File: config.mk
export PLATFORM = sky130hd
export DESIGN_NAME = programmable_state_controller
export DESIGN_NICKNAME = d
export VERILOG_FILES = /design/src/rtl/programmable_state_controller_pkg.sv /design/src/rtl/programmable_state_controller_fsm_table_regs.sv /design/src/rtl/programmable_state_controller.sv
export SDC_FILE = /design/constraint.sdc
export NUM_CORES = 1
export LEC_CHECK = 0
export CAP_MARGIN = 25
export CORE_ASPECT_RATIO = 0.75
export CORE_MARGIN = 3
export CORE_UTILIZATION = 51
export CTS_CLUSTER_SIZE = 14
export DETAILED_ROUTE_END_ITERATION = 8
export PLACE_DENSITY = 0.72
export SYNTH_ARGS = -nofsm -noshare
export SYNTH_HDL_FRONTEND = slang
export SYNTH_SLANG_ARGS = --single-unit
File: constraint.sdc
create_clock -name clock -period 4.3 [get_ports clock]
set_clock_uncertainty 0.15 [all_clocks]
set_input_delay 0.86 -clock clock [delete_from_list [all_inputs] [get_ports clock]]
set_output_delay 0.86 -clock clock [all_outputs]
set_load 0.005 [all_outputs]
File: src/rtl/programmable_state_controller_pkg.sv
// Shared definitions for the table-driven state controller.
//   CFG_SEL_NS / CFG_SEL_OUT : values of cfg_sel selecting the next-state or output table
//   STATE_IDLE               : IDLE encoding of the one-hot state register (no bit set)
//   clog2()                  : ceiling log2, used to size state-index fields
package programmable_state_controller_pkg;

    localparam logic CFG_SEL_NS  = 1'b0;
    localparam logic CFG_SEL_OUT = 1'b1;

    localparam int unsigned MAX_STATES = 64;
    localparam logic [MAX_STATES-1:0] STATE_IDLE = '0;

    // clog2(1) = 0, clog2(7) = 3, clog2(16) = 4.
    function automatic int unsigned clog2(input int unsigned n);
        int unsigned r;
        r = 0;
        for (int unsigned v = n - 1; v > 0; v = v >> 1) begin
            r = r + 1;
        end
        return r;
    endfunction

endpackage

File: src/rtl/programmable_state_controller_fsm_table_regs.sv
// Flop-based next-state (NS) and output (OUT) tables for the state controller.
// One write port, combinational read of NS[{rd_idx, rd_vz}] and OUT[rd_idx].
//   clock, clear     : clock and async active-low clear (all entries to zero)
//   we, sel          : write strobe; sel picks NS (CFG_SEL_NS) or OUT (CFG_SEL_OUT)
//   addr             : NS -> {state, vz}; OUT -> state in the low SIDX_W bits
//   wdata            : NS takes low SIDX_W bits, OUT takes low OUT_W bits
//   rd_idx, rd_vz    : read address (current state index and condition inputs)
//   ns_rdata         : raw NS entry, not range-checked here
//   out_rdata        : OUT entry for rd_idx
module programmable_state_controller_fsm_table_regs
    import programmable_state_controller_pkg::*;
#(
    parameter int unsigned NUM_STATES = 7,
    parameter int unsigned IN_W       = 2,
    parameter int unsigned OUT_W      = 5,
    parameter int unsigned SIDX_W     = 3,
    parameter int unsigned WDATA_W    = 5
) (
    input  logic                     clock,
    input  logic                     clear,
    input  logic                     we,
    input  logic                     sel,
    input  logic [SIDX_W+IN_W-1:0]   addr,
    input  logic [WDATA_W-1:0]       wdata,
    input  logic [SIDX_W-1:0]        rd_idx,
    input  logic [IN_W-1:0]          rd_vz,
    output logic [SIDX_W-1:0]        ns_rdata,
    output logic [OUT_W-1:0]         out_rdata
);

    localparam int unsigned NS_DEPTH = NUM_STATES << IN_W;
    // One extra bit so the bound check never degenerates to a constant.
    localparam logic [SIDX_W:0] STATE_LIMIT = (SIDX_W + 1)'(NUM_STATES);

    logic [SIDX_W-1:0] ns_table  [NS_DEPTH];
    logic [OUT_W-1:0]  out_table [NUM_STATES];

    logic [SIDX_W-1:0] ns_wstate;
    logic [SIDX_W-1:0] out_wstate;
    logic              ns_wr;
    logic              out_wr;

    assign ns_wstate  = addr[SIDX_W+IN_W-1:IN_W];
    assign out_wstate = addr[SIDX_W-1:0];

    // Writes aimed at a non-existent state are silently dropped.
    assign ns_wr  = we && (sel == CFG_SEL_NS)  && ({1'b0, ns_wstate}  < STATE_LIMIT);
    assign out_wr = we && (sel == CFG_SEL_OUT) && ({1'b0, out_wstate} < STATE_LIMIT);

    always_ff @(posedge clock or negedge clear) begin
        if (!clear) begin
            for (int i = 0; i < NS_DEPTH; i++) begin
                ns_table[i] <= '0;
            end
        end else if (ns_wr) begin
            ns_table[addr] <= wdata[SIDX_W-1:0];
        end
    end

    always_ff @(posedge clock or negedge clear) begin
        if (!clear) begin
            for (int i = 0; i < NUM_STATES; i++) begin
                out_table[i] <= '0;
            end
        end else if (out_wr) begin
            out_table[out_wstate] <= wdata[OUT_W-1:0];
        end
    end

    assign ns_rdata  = ns_table[{rd_idx, rd_vz}];
    assign out_rdata = out_table[rd_idx];

endmodule

File: src/rtl/programmable_state_controller.sv
// Table-driven Moore FSM controller with runtime-programmable next-state and output tables.
//   clock           : rising-edge clock
//   clear           : async active-low reset; deassertion must be synchronous to clock
//   start           : enter state 0 (highest priority), clears error
//   enable          : 1 = take the table transition this edge, 0 = hold
//   vz              : condition inputs from the datapath
//   cfg_we/cfg_sel  : table write strobe / table select (NS or OUT)
//   cfg_addr        : NS -> {state, vz}; OUT -> state in low SIDX_W bits
//   cfg_wdata       : write data
//   controller_out  : control lines of the current state, 0 in IDLE
//   state_onehot    : one-hot current state, all-zero = IDLE
//   state_changed   : 1 for one cycle after an edge that changed the state
//   error           : sticky, set when an out-of-range NS entry is taken
module programmable_state_controller
    import programmable_state_controller_pkg::*;
#(
    parameter int unsigned NUM_STATES = 7,
    parameter int unsigned IN_W       = 2,
    parameter int unsigned OUT_W      = 5,
    localparam int unsigned SIDX_W    = clog2(NUM_STATES),
    localparam int unsigned WDATA_W   = (SIDX_W > OUT_W) ? SIDX_W : OUT_W
) (
    input  logic                     clock,
    input  logic                     clear,
    input  logic                     start,
    input  logic                     enable,
    input  logic [IN_W-1:0]          vz,
    input  logic                     cfg_we,
    input  logic                     cfg_sel,
    input  logic [SIDX_W+IN_W-1:0]   cfg_addr,
    input  logic [WDATA_W-1:0]       cfg_wdata,
    output logic [OUT_W-1:0]         controller_out,
    output logic [NUM_STATES-1:0]    state_onehot,
    output logic                     state_changed,
    output logic                     error
);

    localparam logic [SIDX_W:0]       STATE_LIMIT   = (SIDX_W + 1)'(NUM_STATES);
    localparam logic [NUM_STATES-1:0] START_ONEHOT  = NUM_STATES'(1);

    logic [NUM_STATES-1:0] state_q, state_d;
    logic                  changed_q, changed_d;
    logic                  error_q, error_d;

    logic [SIDX_W-1:0]     cur_idx;
    logic                  idle;
    logic [SIDX_W-1:0]     ns_rdata;
    logic [OUT_W-1:0]      out_rdata;
    logic                  ns_legal;

    programmable_state_controller_fsm_table_regs #(
        .NUM_STATES (NUM_STATES),
        .IN_W       (IN_W),
        .OUT_W      (OUT_W),
        .SIDX_W     (SIDX_W),
        .WDATA_W    (WDATA_W)
    ) u_tables (
        .clock     (clock),
        .clear     (clear),
        .we        (cfg_we),
        .sel       (cfg_sel),
        .addr      (cfg_addr),
        .wdata     (cfg_wdata),
        .rd_idx    (cur_idx),
        .rd_vz     (vz),
        .ns_rdata  (ns_rdata),
        .out_rdata (out_rdata)
    );

    // One-hot to index; IDLE encodes as index 0 but is masked wherever it matters.
    always_comb begin
        cur_idx = '0;
        for (int i = 0; i < NUM_STATES; i++) begin
            if (state_q[i]) begin
                cur_idx = cur_idx | SIDX_W'(i);
            end
        end
    end

    assign idle     = (state_q == STATE_IDLE[NUM_STATES-1:0]);
    assign ns_legal = ({1'b0, ns_rdata} < STATE_LIMIT);

    always_comb begin
        state_d = state_q;
        error_d = error_q;
        if (start) begin
            state_d = START_ONEHOT;
            error_d = 1'b0;
        end else if (!idle && enable) begin
            if (ns_legal) begin
                for (int i = 0; i < NUM_STATES; i++) begin
                    state_d[i] = (ns_rdata == SIDX_W'(i));
                end
            end else begin
                state_d = '0;
                error_d = 1'b1;
            end
        end
    end

    assign changed_d = (state_d != state_q);

    always_ff @(posedge clock or negedge clear) begin
        if (!clear) begin
            state_q   <= '0;
            changed_q <= 1'b0;
            error_q   <= 1'b0;
        end else begin
            state_q   <= state_d;
            changed_q <= changed_d;
            error_q   <= error_d;
        end
    end

    assign controller_out = idle ? '0 : out_rdata;
    assign state_onehot   = state_q;
    assign state_changed  = changed_q;
    assign error          = error_q;

endmodule

---- After elaboration in Yosys (flattened, before gate mapping) ----
Index checks and enable logic that the tools add are counted.
storage, ports and cells
  bits in registers ....................... 128
  bits of input ports ..................... 18
  logic and storage cells ................. 97
cells by class
  magnitude comparators ................... 9
  equal/unequal tests ..................... 8
  multiplexer cells ....................... 25
  bitwise operators ....................... 5
  reduce and logical (&&, ||, !) cells .... 12
operators with widths
  kind                                                        count
  bitwise mux 84 bit                                          1
  bitwise mux 35 bit                                          1
  two-way mux 7 bit                                           3
  two-way mux 5 bit                                           4
  two-way mux 3 bit                                           6
  binary-select mux 3 bit (select 5 bit)                      1
  binary-select mux 5 bit (select 3 bit)                      1
  demux 3 bit (select 5 bit)                                  1
  demux 5 bit (select 3 bit)                                  1
  greater-or-equal comparator 6 bit, second input constant    2
  NOT 5 -> 6 bit                                              2
  == test 3 bit, second input constant                        3
  less-than comparator 3 bit, second input constant           3
  greater-or-equal comparator 4 bit, second input constant    2
  NOT 3 -> 4 bit                                              2
  logical AND 1 bit                                           7
  zero test 7 bit                                             1
  inequality test 7 bit                                       1
  == test 3 x 2 -> 1 bit, second input constant               2
  less-than comparator 6 x 1 -> 1 bit, second input constant  1
  less-than comparator 4 x 1 -> 1 bit, second input constant  1
  two-way mux 1 bit                                           4
  two-way mux 2 bit                                           2
  == test 3 x 1 -> 1 bit, second input constant               1
  6 further kinds                                             6

---- Depth between registers and ports, before layout ----
Gate-level depths: netlist of the first run.
  word-level depth ........................ 15
  mapped depth ............................ 10

---- Modules after synthesis ----
A second synthesis of the first run with hierarchy kept.
unflattened totals
  cells, all modules ...................... 487
  area, all modules ....................... 6,363.6 um^2
modules (own cells, without submodules)
  module                                        times used  cells each  area an instance (um^2)  sequential area each (um^2)
  programmable_state_controller_fsm_table_regs  1           409         5,704.2                  2,977.9
  programmable_state_controller                 1           78          659.4                    225.2

---- Worst setup path before layout of the first run ----
OpenSTA, ideal clock, no wires.
  path type ............................... register -> output
  start ................................... register state_q[5], in the netlist state_onehot[5]
  end ..................................... output port controller_out[0]
  arrival ................................. 1.985 ns
  setup slack ............................. 1.305 ns
  cell stages (with the launch flop) ...... 8
  path buffers ............................ 3
  cell sequence ........................... dfrtp_1 -> buf_6 -> or3_1 -> clkbuf_8 -> clkbuf_1 -> mux4_2 -> nor2_1 -> a211oi_1
between the ends
  word-level cells in the longest chain between the ends .. 7
  elaborated cells on any way between the ends .. 8
  those cells by class .................... mux: 6; bitwise: 1; reduce/logical: 1
RTL lines
  element                                               line                                                source
  start, declared                                       programmable_state_controller.sv:41                 logic [NUM_STATES-1:0] state_q, state_d;
  start signal, assigned                                programmable_state_controller.sv:109                state_q <= state_d;
  two-way mux 3 bit (2 in a row)                        programmable_state_controller.sv:74                 if (state_q[i]) begin
  NOT 3 -> 4 bit (not written as such)                  programmable_state_controller_fsm_table_regs.sv:71  assign out_rdata = out_table[rd_idx];
  binary-select mux 5 bit (select 3 bit)                programmable_state_controller_fsm_table_regs.sv:71
  two-way mux 5 bit (not written as such) (2 in a row)  programmable_state_controller_fsm_table_regs.sv:71
  two-way mux 5 bit *                                   programmable_state_controller.sv:115                assign controller_out = idle ? '0 : out_rdata;
  end, declared                                         programmable_state_controller.sv:32                 output logic [OUT_W-1:0] controller_out,
Every way passes the cells marked *; elsewhere a longest branch is shown, timed or not. The select of a mux whose other input is x is not followed.

---- Worst setup path in the final report of the first run ----
  start ................................... register state_q[1], in the netlist state_onehot[1]
  end ..................................... output port controller_out[3]
between the ends
  word-level cells in the longest chain between the ends .. 11
  elaborated cells on any way between the ends .. 12
  those cells by class .................... mux: 10; bitwise: 1; reduce/logical: 1
RTL lines
  element                                               line
  two-way mux 1 bit                                     programmable_state_controller.sv:74
  two-way mux 2 bit (2 in a row)                        programmable_state_controller.sv:74
  two-way mux 3 bit (3 in a row)                        programmable_state_controller.sv:74
  NOT 3 -> 4 bit (not written as such)                  programmable_state_controller_fsm_table_regs.sv:71
  binary-select mux 5 bit (select 3 bit)                programmable_state_controller_fsm_table_regs.sv:71
  two-way mux 5 bit (not written as such) (2 in a row)  programmable_state_controller_fsm_table_regs.sv:71
  two-way mux 5 bit *                                   programmable_state_controller.sv:115
Marks and branches as above.

==> flow_summary.toml, run 1 <==
[grt]
grt-ovfl-total = 0
antenna_found_initial = 0
grt_pass1_vias = 4398
grt_start_max_net_pins = 69
grt_usage_pct = 23.2
grt_pass1_wl_um = 24400

[placement]
hpwlAfterDp_um = 10000
gp_congestion = 0.875
post-place-cells = 656
pre_cts_slack_ns = 0.420
portBuffers = 31

[cells_and_area]
final_cells = 688
area_growth_pct = 16.5
antenna_cells = 0
drive_above_1_share_pct = 37.1
fin_nets = 531

[power_and_ir_drop]
vdd_drop_max_v = 0.000305
p_per_area_mw_per_mm2 = 553
leakage_nw = 3.30
p_sw_w = 0.00130
seqPwrFrac_pct = 37.4
p_int_w = 0.00280
p_comb_share_pct = 27.3
power.total_w = 0.00410
swShare_pct = 31.7
p_clk_share_pct = 35.3

[timing]
final.setup.worst_slack_ns = 0.207
fmax_mhz = 244
post-route-period-util_pct = 95.2
fin_crit_ns = 4.09
report.final.slew_viol_count = 0
hold_viol = 0
worstMarginPinSlew_ns = 0.909
setup_viol = 0
rsz0062_at_grt = "no"
fin_setup_tns_ns = 0
slew-limit-headroom_pct = 39.4

[detailed_routing]
wl_per_cell_um = 21.5
routed_wl_um = 14800
drc = 0
drtIter0Drc = 501
vias_per_cell = 6.15
dr_total_vias = 4231
dr.pass1.iters = 5
ant_nets = 0

[worst_setup_path]
cp-startpoint = "state_onehot[1]"
worstPathRequired_ns = 3.29
critPathBufInv = 1
end_kind = "primary output"
crit_chain = "or3_1 > nor2_1 > a21oi_1 > a211oi_1 > clkdlybuf4s50_1"
startpoint_type = "flip-flop"
r2r_start = "state_onehot[6]"
slowest_delay_ns = 0.71
crit_slowest_cell = "or3_1"
worstSetupPathType = "flip-flop to primary output"
cpLargestDelayFamily = "simple AND/OR/NAND/NOR gates"
critical_path_arrival_ns = 3.08
worstPathMaxFanout = 14

[logic_synthesis]
synthCells = 480
synthesis.area_mm2 = 0.00636
synth_seq_cells = 128
yosys.area.top_type = "dfrtp_1"
synth_edf_count = 0
yosys_warnings = 0
syn-num-nets = 498
ys.flop_type = "dfrtp_1"
synth.top_cell.area_share_pct = 50.3
synth-seq-area-share_pct = 50.3
synth-async-reset-ratio_pct = 100
synth.avg_cell_area_um2 = 13.3
ys_types = 51
synthTopCellsByArea = "dfrtp_1 50%, mux2_2 21%, mux4_2 5.3%"

[run]
drv_cap = 0

[floorplan]
fp.dieH_um = 103
fp.dieArea_mm2 = 0.0139
fp.dieW_um = 135
start_util_pct = 53.6
std_cell_rows = 34
core_area_mm2 = 0.0119
pin_count = 32

[clock_tree]
insertion_delay_ns = 0.42
cts_tree = "built"
cts_made_buffers = 17
clock-sinks = 128
clockRootBuffer = "clkbuf_16"
hold_buffers = 0
cts_setup_buffers = 0
cts_buffer_depth = 2
h-tree-depth = 4
cts-resized-gates = 0
clk_pin_slew_ns = 0.06

[min_path]
hold_start = "u_tables.ns_table[5]"
hold_path.class = "flip-flop to flip-flop"

[run_status]
outcome = "completed"
[state kept, by name (all words and copies together), names as in the netlist]
name	flops
state_onehot	7
error	1
u_tables.ns_table	84
u_tables.out_table	35
state_changed	1
[path summary, 6_finish.rpt]
path | endpoint | slack [ns] | cells past startpoint
worst max-delay path | controller_out[3] | 0.21 | 5
worst min-delay path | u_tables.ns_table[5] | 0.35 | 1
worst max register to register | state_changed | 1.11 | 8
worst min register to register | u_tables.ns_table[5] | 0.35 | 1
max in group asynchronous | u_tables.out_table[30] | 2.78 | 2
min in group asynchronous | u_tables.ns_table[5] | 0.41 | 1
[power groups by stage]
stage / clock network (W) / registers [W] / logic [W]
after floorplan: 0 / 0.00150 / 0.000799
after global placement: 0 / 0.00154 / 0.00108
after detailed placement: 0 / 0.00155 / 0.00111
after CTS: 0.00147 / 0.00153 / 0.00112
after global routing: 0.00152 / 0.00156 / 0.00122
final: 0.00145 / 0.00153 / 0.00112
[cells in the final DEF, fill, tap and decap left out, drive strengths merged, types with 4 or more instances in the layout]
cell type      synthesis  final
clkdlybuf4s50          0     30
nand3                 20     20
a211oi                 7      7
mux4                  26     26
a31oi                  4      4
or3                    6      6
mux2i                  6      6
nand2b                 4      4
clkbuf                20     17
nand3b                 4      4
a21oi                 14     14
nor3                  10     10
nand2                 30     30
o21ai                  6      6
mux2                 120    120
buf                   10     14
dfrtp                128    128
inv                    4     14
nor2                  34     34
[Yosys cell counts (2+ instances only)]
| library cell | n |
|---|---|
| nand3_1 | 19 |
| nand3b_1 | 4 |
| buf_2 | 4 |
| nor2b_1 | 2 |
| buf_6 | 4 |
| clkbuf_8 | 2 |
| inv_1 | 4 |
| mux2_2 | 119 |
| dfrtp_1 | 128 |
| a21oi_1 | 12 |
| a21oi_2 | 2 |
| o21ai_0 | 2 |
| or3_1 | 5 |
| clkbuf_1 | 17 |
| o21ai_1 | 3 |
| nand4_1 | 3 |
| a31oi_1 | 4 |
| mux4_1 | 11 |
| nor2_1 | 34 |
| a221oi_1 | 2 |
| nand2_1 | 30 |
| nand2b_1 | 4 |
| mux2i_1 | 6 |
| mux4_2 | 15 |
| a211oi_1 | 7 |
| nor3_1 | 9 |
| o211ai_2 | 2 |
| a22oi_1 | 3 |
[layout make-up]
cell class                 instances  area (um2)
inverter                           4        15.0
timing repair buffer              44         425
fill                             891        4460
clock inverter                    15         170
multi-input combinational        318        2970
clock buffer                      17         425
sequential                       128        3200
tap                              162         203
[metal layers]
metal | vias up | wire, um | GRT usage, %
met3 | 18 | 904 | 5.37
met5 | - | 0 | 0
met4 | 0 | 200 | 8.06
met2 | 142 | 6860 | 34.7
met1 | 2216 | 6870 | 33.9
li1 | 1855 | - | -
[cell families (layout without fill, tap and decap cells)]
kind of cell | Yosys count | after routing | share of synthesized area (%)
compound gates | 43 | 43 | 5.09
buf+inv | 34 | 80 | 2.95
flops | 128 | 128 | 50.3
mux | 152 | 152 | 32.1
simple gates | 123 | 123 | 9.52
[stage by stage]
| stage | hold WS, ns | util (%) | instance area [um2] |
|---|---|---|---|
| 6_report | 0.347 | 62.5 | 7410 |
| 5_1_grt | 0.366 | 62.5 | 7410 |
| 4_1_cts | 0.352 | 62.5 | 7410 |
| 3_5_place_dp | 0.338 | 57.4 | 6820 |
| 3_3_place_gp | 0.332 | 57.3 | 6800 |
| 2_1_floorplan | 0.320 | - | 6360 |
Note: power is estimated with default switching activity, not from simulation.
==> inputs of run 2 (changes only) <==
ABC_AREA = 0   (was default)
CORE_ASPECT_RATIO = 1.75   (was 0.75)
clock period = 4.9 ns   (was 4.3 ns; I/O delays follow)
==> run 2 against run 1 <==
Compared with the run above: register-to-register slack gained 0.58 ns; clock-buffer cell count increased by 4; wire length is 2.1% lower; critical endpoint is now controller_out[0]; core utilization shrank 1.6 points; cell count decreased by 0.15%.
==> flow_summary.toml, run 2 (synthesis results as in run 1) <==
[power_and_ir_drop]
p_per_area_mw_per_mm2 = 487
leakage_nw = 3.29
p_int_w = 0.00256
vdd_drop_max_v = 0.000206
p_sw_w = 0.00104
seqPwrFrac_pct = 37.5
swShare_pct = 28.8
p_comb_share_pct = 26.8
p_clk_share_pct = 35.7

[placement]
portBuffers = 31
gp_congestion = 0.895
post-place-cells = 656
hpwlAfterDp_um = 10200

[run]
drv_cap = 0

[worst_setup_path]
slowest_delay_ns = 0.80
worstPathMaxFanout = 21
worstSetupPathType = "flip-flop to primary output"
critPathBufInv = 1
cpLargestDelayFamily = "simple AND/OR/NAND/NOR gates"
r2r_slack_ns = 1.69
startpoint_type = "flip-flop"
end_kind = "primary output"
worstPathRequired_ns = 3.77
critical_path_arrival_ns = 3.14
crit_slowest_cell = "or3_1"
crit_chain = "or3_1 > nor2_1 > a21oi_1 > a211oi_1 > clkdlybuf4s50_1"

[cells_and_area]
layout.cells.most_common = "dfrtp_1"
regMostFlops = "u_tables.ns_table"
drive_above_1_share_pct = 36.4
area_growth_pct = 16.1
final_cells = 687
fin_nets = 528
antenna_cells = 0
largest_register_ffs = 84
layout_common_cells = "128 x dfrtp_1, 119 x mux2_2, 34 x nor2_1"

[timing]
fin_setup_tns_ns = 0
fin_crit_ns = 4.27
report.final.slew_viol_count = 0
fmax_mhz = 234
hold_viol = 0
setup_viol = 0
slew-limit-headroom_pct = 35.2
rsz0062_at_grt = "no"
worstMarginPinSlew_ns = 0.970
post-route-period-util_pct = 87.2

[floorplan]
core_area_mm2 = 0.0121
fp.dieArea_mm2 = 0.0139
std_cell_rows = 53
fp.dieW_um = 90.4
start_util_pct = 52.4
pin_count = 32
fp.dieH_um = 154

[grt]
grt_start_max_net_pins = 59
grt_usage_pct = 22.0
antenna_found_initial = 0
grt_pass1_wl_um = 23600
grt_pass1_vias = 4487
grt-ovfl-total = 0

[detailed_routing]
dr_total_vias = 4156
routed_wl_um = 14500
dr.pass1.iters = 4
drc = 0
vias_per_cell = 6.05
wl_per_cell_um = 21.1
ant_nets = 0
drtIter0Drc = 242

[clock_tree]
clk_pin_slew_ns = 0.06
clockRootBuffer = "clkbuf_16"
cts_tree = "built"
cts_made_buffers = 17
cts-resized-gates = 0
insertion_delay_ns = 0.41
clock-sinks = 128
cts_buffer_depth = 2
hold_buffers = 0
cts_setup_buffers = 0
h-tree-depth = 4

[min_path]
hold_path.class = "flip-flop to flip-flop"

[run_status]
outcome = "completed"
## run 2: cell types whose count changed in the layout (fill, tap and decap cells not counted), moves of 2 or more
cell / previous run / this run
inv_8: 5 / 0
inv_6: 5 / 0
clkinv_2: 0 / 4
clkbuf_8: 0 / 3
bufinv_16: 1 / 3
## run 2: metrics by stage
stage	cell area (um2)	hold WS [ns]	util (%)	worst slack, ns	total power (W)
global placement	6780	0.332	55.9	0.798	0.00229
global route	7380	0.350	60.9	0.392	0.00376
floorplan	6360	0.320	-	1.79	0.00202
detailed placement	6780	0.337	55.9	0.713	0.00233
CTS	7380	0.349	60.9	0.582	0.00361
finish	7380	0.348	60.9	0.627	0.00360
## run 2: final timing paths
path / to / cells past startpoint / from
max in group asynchronous: u_tables.ns_table[76] / 2 / clear
min in group asynchronous: u_tables.out_table[4] / 1 / clear
worst max register to register: state_changed / 8 / state_onehot[5]
worst min-delay path: u_tables.ns_table[67] / 1 / u_tables.ns_table[67]
worst max-delay path: controller_out[0] / 5 / state_onehot[5]
worst min register to register: u_tables.ns_table[67] / 1 / u_tables.ns_table[67]
## run 2: worst register-to-register path: stages (launching register included)
cell and delay, ns:
dfrtp_1 0.60, or3_1 0.76, nand3_1 0.21, nand4_1 0.22
o21ai_4 0.12, and2b_4 0.22, a32o_1 0.25, a221oi_1 0.40
o211ai_2 0.15
## run 2: per-layer routing
layer / global-route usage, % / up-vias / routed length, um
met3: 4.80 / 40 / 571
met1: 24.2 / 2141 / 5540
li1: - / 1850 / -
met5: 0 / - / 0
met2: 39.2 / 125 / 7700
met4: 12.2 / 0 / 709
## run 2: area by class of cell
| type | instances | area [um2] |
|---|---|---|
| clock inverters | 10 | 135 |
| inverters | 4 | 15.0 |
| flip-flops and latches | 128 | 3200 |
| repair buffers | 41 | 383 |
| clock buffers | 21 | 470 |
| multi-input cells | 318 | 2970 |
| fillers | 916 | 4750 |
| well taps | 165 | 206 |
## run 2: power by group through the flow
stage	clock network (W)	logic (W)	registers, W
after floorplan	0	0.000701	0.00131
after detailed placement	0	0.000961	0.00136
final	0.00128	0.000963	0.00135
after CTS	0.00130	0.000967	0.00135
after global routing	0.00134	0.00105	0.00137
after global placement	0	0.000935	0.00135
